**config.mk**
```make
export PLATFORM = sky130hd
export DESIGN_NAME = uart_rx_ctrl
export DESIGN_NICKNAME = d
export VERILOG_FILES = /design/src/rtl/uart_rx_ctrl.sv
export SDC_FILE = /design/constraint.sdc
export NUM_CORES = 1
export LEC_CHECK = 0
export CORE_ASPECT_RATIO = 0.7
export CORE_MARGIN = 8
export CORE_UTILIZATION = 45
export CTS_BUF_LIST = sky130_fd_sc_hd__clkbuf_4 sky130_fd_sc_hd__clkbuf_8 sky130_fd_sc_hd__clkbuf_16
export CTS_CLUSTER_SIZE = 20
export DETAILED_ROUTE_END_ITERATION = 7
export DONT_BUFFER_PORTS = 1
export PLACE_DENSITY = 0.7
export SLEW_MARGIN = 15
export SYNTH_ARGS = -nofsm -noshare
export SYNTH_HDL_FRONTEND = slang
export SYNTH_SLANG_ARGS = --single-unit
```
**constraint.sdc**
```tcl
create_clock -name clk -period 4.5 [get_ports clk]
set_input_delay 0.9 -clock clk [delete_from_list [all_inputs] [get_ports clk]]
set_output_delay 0.9 -clock clk [all_outputs]
set_load 0.1 [all_outputs]
```
**src/rtl/uart_rx_ctrl.sv**
```systemverilog
// rtl/uart_rx_ctrl.sv - UART receive-side controller: config staging, frame tracking, result FIFO, status counters
//
// Purpose:
//   Sits between UART_RX and the system side. Holds the receiver configuration and
//   only lets a new configuration reach the receiver between frames. Tracks frame
//   activity on the serial line, buffers finished frames (payload + error flags) in a
//   small FIFO behind a valid/ready stream, and keeps saturating error/overrun counters.
//
// Ports:
//   clk, rst                        single clock, synchronous active-high reset
//   cfg_wr/cfg_prescale/cfg_par_en/cfg_par_typ
//                                   configuration write strobe and requested values
//   cfg_pending                     an accepted write is waiting to be applied
//   cfg_rej                         1-cycle pulse after a write with illegal prescale
//   RX_IN                           serial line, watched for the start bit
//   Prescale/PAR_EN/PAR_TYP         active configuration driven to UART_RX
//   P_DATA/Data_valid/Parity_Error/Stop_Error
//                                   results from UART_RX
//   rx_data/rx_err/rx_valid/rx_ready
//                                   FIFO head stream; rx_err = {stop_err, par_err}
//   fifo_full                       FIFO holds FIFO_DEPTH entries
//   par_err_cnt/stp_err_cnt/ovr_cnt saturating status counters

module uart_rx_ctrl #(
  parameter int DATA_LENGTH = 8,
  parameter int FIFO_DEPTH  = 4,
  parameter int CNT_W       = 8
) (
  input  logic                   clk,
  input  logic                   rst,
  input  logic                   cfg_wr,
  input  logic [5:0]             cfg_prescale,
  input  logic                   cfg_par_en,
  input  logic                   cfg_par_typ,
  output logic                   cfg_pending,
  output logic                   cfg_rej,
  input  logic                   RX_IN,
  output logic [5:0]             Prescale,
  output logic                   PAR_EN,
  output logic                   PAR_TYP,
  input  logic [DATA_LENGTH-1:0] P_DATA,
  input  logic                   Data_valid,
  input  logic                   Parity_Error,
  input  logic                   Stop_Error,
  output logic [DATA_LENGTH-1:0] rx_data,
  output logic [1:0]             rx_err,
  output logic                   rx_valid,
  input  logic                   rx_ready,
  output logic                   fifo_full,
  output logic [CNT_W-1:0]       par_err_cnt,
  output logic [CNT_W-1:0]       stp_err_cnt,
  output logic [CNT_W-1:0]       ovr_cnt
);

  localparam int AW         = $clog2(FIFO_DEPTH);
  localparam int EW         = DATA_LENGTH + 2;
  localparam int FRAME_BITS = DATA_LENGTH + 3;
  // Large enough for the slowest legal prescale (32).
  localparam int TMO_W      = $clog2(32 * FRAME_BITS + 1);

  localparam logic [0:0] ST_IDLE = 1'b0;
  localparam logic [0:0] ST_RECV = 1'b1;

  localparam logic [CNT_W-1:0] CNT_MAX = {CNT_W{1'b1}};

  // ---------------------------------------------------------------------------
  // Frame tracking
  // ---------------------------------------------------------------------------
  logic [0:0]       state;
  logic             par_d;
  logic             stp_d;
  logic             par_edge;
  logic             stp_edge;
  logic [TMO_W-1:0] tmo_cnt;
  logic [TMO_W-1:0] tmo_limit;
  logic             timeout;
  logic             in_recv;
  logic             frame_end;
  logic             push;

  // UART_RX may hold its error flags for more than one cycle; only the rising
  // edge marks the end of a frame so a frame is never counted twice.
  assign par_edge  = Parity_Error & ~par_d;
  assign stp_edge  = Stop_Error & ~stp_d;

  assign tmo_limit = TMO_W'(Prescale) * TMO_W'(FRAME_BITS);
  // tmo_cnt is 0 on the first RECV cycle, so the last allowed cycle is limit-1.
  assign timeout   = (tmo_cnt == (tmo_limit - TMO_W'(1)));

  assign in_recv   = (state == ST_RECV);
  assign frame_end = in_recv & (Data_valid | par_edge | stp_edge | timeout);
  // A bare timeout closes the frame but produces no entry.
  assign push      = in_recv & (Data_valid | par_edge | stp_edge);

  always_ff @(posedge clk) begin
    if (rst) begin
      par_d <= 1'b0;
      stp_d <= 1'b0;
    end else begin
      par_d <= Parity_Error;
      stp_d <= Stop_Error;
    end
  end

  always_ff @(posedge clk) begin
    if (rst) begin
      state   <= ST_IDLE;
      tmo_cnt <= '0;
    end else begin
      case (state)
        ST_IDLE: begin
          tmo_cnt <= '0;
          if (!RX_IN) begin
            state <= ST_RECV;
          end
        end
        ST_RECV: begin
          if (frame_end) begin
            state   <= ST_IDLE;
            tmo_cnt <= '0;
          end else begin
            tmo_cnt <= tmo_cnt + TMO_W'(1);
          end
        end
        default: begin
          state   <= ST_IDLE;
          tmo_cnt <= '0;
        end
      endcase
    end
  end

  // ---------------------------------------------------------------------------
  // Configuration staging
  // ---------------------------------------------------------------------------
  logic       cfg_ok;
  logic       cfg_apply;
  logic [5:0] pend_prescale;
  logic       pend_par_en;
  logic       pend_par_typ;

  assign cfg_ok    = (cfg_prescale == 6'd8) | (cfg_prescale == 6'd16) | (cfg_prescale == 6'd32);
  // Only apply on an idle, high line so a start bit is never sampled with a
  // configuration different from the rest of its frame.
  assign cfg_apply = cfg_pending & (state == ST_IDLE) & RX_IN;

  always_ff @(posedge clk) begin
    if (rst) begin
      Prescale      <= 6'd8;
      PAR_EN        <= 1'b0;
      PAR_TYP       <= 1'b0;
      pend_prescale <= 6'd8;
      pend_par_en   <= 1'b0;
      pend_par_typ  <= 1'b0;
      cfg_pending   <= 1'b0;
      cfg_rej       <= 1'b0;
    end else begin
      cfg_rej <= cfg_wr & ~cfg_ok;

      if (cfg_apply) begin
        Prescale <= pend_prescale;
        PAR_EN   <= pend_par_en;
        PAR_TYP  <= pend_par_typ;
      end

      // A write landing on the apply edge becomes the next pending value,
      // so the pending flag stays set for it.
      if (cfg_wr && cfg_ok) begin
        pend_prescale <= cfg_prescale;
        pend_par_en   <= cfg_par_en;
        pend_par_typ  <= cfg_par_typ;
        cfg_pending   <= 1'b1;
      end else if (cfg_apply) begin
        cfg_pending   <= 1'b0;
      end
    end
  end

  // ---------------------------------------------------------------------------
  // Result FIFO
  // ---------------------------------------------------------------------------
  logic [EW-1:0] mem [FIFO_DEPTH];
  logic [AW-1:0] wr_ptr;
  logic [AW-1:0] rd_ptr;
  logic [AW:0]   count;
  logic          pop;
  logic          push_ok;
  logic          drop;
  logic [EW-1:0] entry;
  logic [EW-1:0] head;

  assign entry     = {stp_edge, par_edge, P_DATA};
  assign fifo_full = (count == (AW+1)'(FIFO_DEPTH));
  assign rx_valid  = (count != '0);
  assign pop       = rx_valid & rx_ready;
  // A pop on the same edge frees the slot, so a push into a full FIFO survives.
  assign push_ok   = push & (~fifo_full | pop);
  assign drop      = push & fifo_full & ~pop;

  assign head      = mem[rd_ptr];
  assign rx_data   = head[DATA_LENGTH-1:0];
  assign rx_err    = head[EW-1:DATA_LENGTH];

  always_ff @(posedge clk) begin
    if (push_ok) begin
      mem[wr_ptr] <= entry;
    end
  end

  always_ff @(posedge clk) begin
    if (rst) begin
      wr_ptr <= '0;
      rd_ptr <= '0;
      count  <= '0;
    end else begin
      if (push_ok) begin
        wr_ptr <= wr_ptr + AW'(1);
      end
      if (pop) begin
        rd_ptr <= rd_ptr + AW'(1);
      end
      case ({push_ok, pop})
        2'b10:   count <= count + (AW+1)'(1);
        2'b01:   count <= count - (AW+1)'(1);
        default: count <= count;
      endcase
    end
  end

  // ---------------------------------------------------------------------------
  // Saturating status counters
  // ---------------------------------------------------------------------------
  always_ff @(posedge clk) begin
    if (rst) begin
      par_err_cnt <= '0;
      stp_err_cnt <= '0;
      ovr_cnt     <= '0;
    end else begin
      if (push && par_edge && (par_err_cnt != CNT_MAX)) begin
        par_err_cnt <= par_err_cnt + CNT_W'(1);
      end
      if (push && stp_edge && (stp_err_cnt != CNT_MAX)) begin
        stp_err_cnt <= stp_err_cnt + CNT_W'(1);
      end
      if (drop && (ovr_cnt != CNT_MAX)) begin
        ovr_cnt <= ovr_cnt + CNT_W'(1);
      end
    end
  end

endmodule

```
==> impl_metrics.csv <==
group,metric,value,unit
layout,num-fill-cells,914,
clocking,root_buffer,"clkbuf_16",
synthesis,yosys-top-cells-count,"dfxtp_1 (63), nor2_1 (48), edfxtp_1 (40)",
power,powerDensity,479,nW/um^2
layout,diodes,0,
synthesis,synth.distinct_cells,36,
sta,slew_headroom,24.1,%
layout,multi_input_area,2080,sq um
critical_path,rr_worst_depth,11,
drt,ant_nets,0,
clocking,cts_tree,"built",
power,p_leak,0.00199,uW
synthesis,async_flop_share,0,%
critical_path,cp.arrival,3.98,ns
clocking,cts_buffers,9,
drt,via_per_inst,5.26,
hold_path,hp-class,"register to register",
sta,fin_crit,3.78,ns
die,die_w,138,um
die,start_util,45.6,%
clocking,clk_pin_slew,0.07,ns
critical_path,reg2reg_slack,0.72,ns
power,vdd_drop_max,0.000307,V
synthesis,syn_area_per_cell,11.7,sq um
clocking,post_cts_buffers,0,
clocking,clk_latency,0.34,ns
clocking,cts_sinks,103,
clocking,cts.path.max_buffers,2,
synthesis,ys.flop_type,"dfxtp_1",
synthesis,synthesis.area,4670,sq um
drt,drc_errors,0,
global_route,grt_pass1_wl,14.3,mm
placed_design,gp_congestion,0.796,
synthesis,synthCells,399,
drt,vias,2863,
drt,post_drt_wl_per_cell,16.3,um
sta,finalSetupViolCount,0,
critical_path,path_class,"register to register",
sta,post-route-period-util,83.9,%
layout,regArea,2460,sq um
sta,rsz0062_at_grt,"no",
synthesis,syn-num-nets,452,
synthesis,seq_area_frac_synth,52.7,%
die,die_y,101,um
global_route,grt-ovfl-total,0,
clocking,cts_resized,0,
global_route,grt_use_total,13.2,%
layout,finalNetCount,460,
drt,wirelength,8.89,mm
clocking,cts_max_level,3,
sta,finalMaxSlewViolations,0,
global_route,grt_max_degree,53,
global_route,grt_pass1_vias,2839,
die,dieArea,14000,sq um
clocking,hold_buffers,0,
sta,finalHoldViolations,0,
critical_path,critPathMaxFanout,10,
die,io_pins,70,
critical_path,required,4.70,ns
die,num_rows,31,
run,max_cap_viol_count,0,
synthesis,yosysWarnings,0,
hold_path,hold_depth,1,
synthesis,synth_edf_count,40,
placed_design,io_buffers,0,
synthesis,ys_ff_latch,103,
synthesis,synth.area.top_cells,"dfxtp_1 (27%), edfxtp_1 (26%), ha_1 (5.4%)",
critical_path,worst_setup_path_start_kind,"register",
drt,drtIter0Drc,141,
die,core,10200,sq um
critical_path,end_kind,"register",
layout,final_area,5180,sq um
sta,fin_setup_tns,0,ns
placed_design,hpwl,6.55,mm
sta,clock.fmax,265,MHz
placed_design,placed_area,4850,sq um
layout,layout-drive-gt1-share,8.50,%
drt,drtPass1Iterations,4,
sta,worst_pin_slew,1.14,ns
synthesis,yosysTopAreaCell,"dfxtp_1",
layout,area_growth,10.8,%
synthesis,synth_top_cell_area_share,27.0,%
global_route,antenna_found_initial,0,
synthesis,yosysMostFrequentCell,"dfxtp_1",
sta,finClkSkew,0.00532,ns
outcome,status,"finished, final reports clean",
critical path: stages, from the launching register on:
cell and delay [ns]:
dfxtp_1 0.50, inv_1 0.15, fa_1 0.55, inv_1 0.05
fa_1 0.45, ha_1 0.38, xnor2_1 0.16, or3_1 0.33
a2111oi_2 0.30, nand4_1 0.18, nor4_4 0.42, o32ai_1 0.14
layout make-up:
| class | instances | share of cell area, % |
|---|---|---|
| Sequential cell | 103 | 47.5 |
| Inverter | 24 | 1.74 |
| Clock buffer | 10 | 4.49 |
| Tap cell | 132 | 3.19 |
| Multi-Input combinational cell | 262 | 40.2 |
| Clock inverter | 6 | 1.81 |
| Timing Repair Buffer | 7 | 1.01 |
cells by family after synthesis:
family,Yosys count,share of synthesized area [%]
AO/OA/AOI/OAI,27,3.88
XOR/XNOR,48,9.00
adder cells (fa/ha/maj),29,9.21
buffers and inverters,34,2.73
flip-flops,103,52.7
multiplexers,26,8.25
AND/OR/NAND/NOR,132,14.2
per-stage QoR:
| stage | utilization (%) | setup WS (ns) | instances | hold WS (ns) | total power [uW] |
|---|---|---|---|---|---|
| final | 50.6 | 0.723 | 544 | 0.460 | 2480 |
| after global routing | 50.6 | 0.380 | 544 | 0.478 | 2580 |
| after CTS | 50.6 | 0.676 | 544 | 0.465 | 2510 |
| after detailed placement | 47.4 | 0.693 | 528 | 0.443 | 1670 |
| after global placement | 47.4 | 0.819 | 528 | 0.442 | 1660 |
| after floorplan | - | 0.236 | 399 | 0.429 | 1630 |
routing by layer:
metal  GRT usage, %  vias to the layer above  routed length [um]
met5              0                        -                   0
met4           3.46                        0                  82
met3           7.04                        7                 897
met2           19.0                       75                3780
met1           17.1                     1372                4130
li1               -                     1409                   -
where the power goes:
| part | switching [uW] | internal (uW) |
|---|---|---|
| Combinational | 447 | 122 |
| Clock | 334 | 497 |
| Sequential | 71.2 | 1010 |
| Total | 852 | 1630 |
path summary, 6_finish.rpt:
check | endpoint | start
setup reg to reg | in_recv | Prescale[1]
hold reg to reg | pend_prescale[0] | pend_prescale[0]
hold / removal | pend_prescale[0] | pend_prescale[0]
setup / recovery | in_recv | Prescale[1]
state kept, by name (all words and copies together) (netlist names), 2 cells and up, named ones only:
signal	count
Prescale	6
rd_ptr	2
mem	40
pend_prescale	6
par_err_cnt	8
wr_ptr	2
ovr_cnt	8
count	3
stp_err_cnt	8
tmo_cnt	9
layout by cell type (no fill, tap or decap), types with 3 or more instances in the layout:
cell and n:
a21oi_1 7, a311oi_1 3, and2_1 9, and3_1 9, buf_4 7, clkbuf_16 9, dfxtp_1 63, edfxtp_1 40
fa_1 9, ha_1 20, inv_1 24, mux2i_1 16, mux4_2 10, nand2_1 15, nand2b_1 4, nand3_1 13
nand4_1 10, nor2_1 48, nor2b_1 4, nor3_1 9, o21ai_0 7, or3_1 4, xnor2_1 22, xor2_1 26
Note: power is estimated with default switching activity, not from simulation.
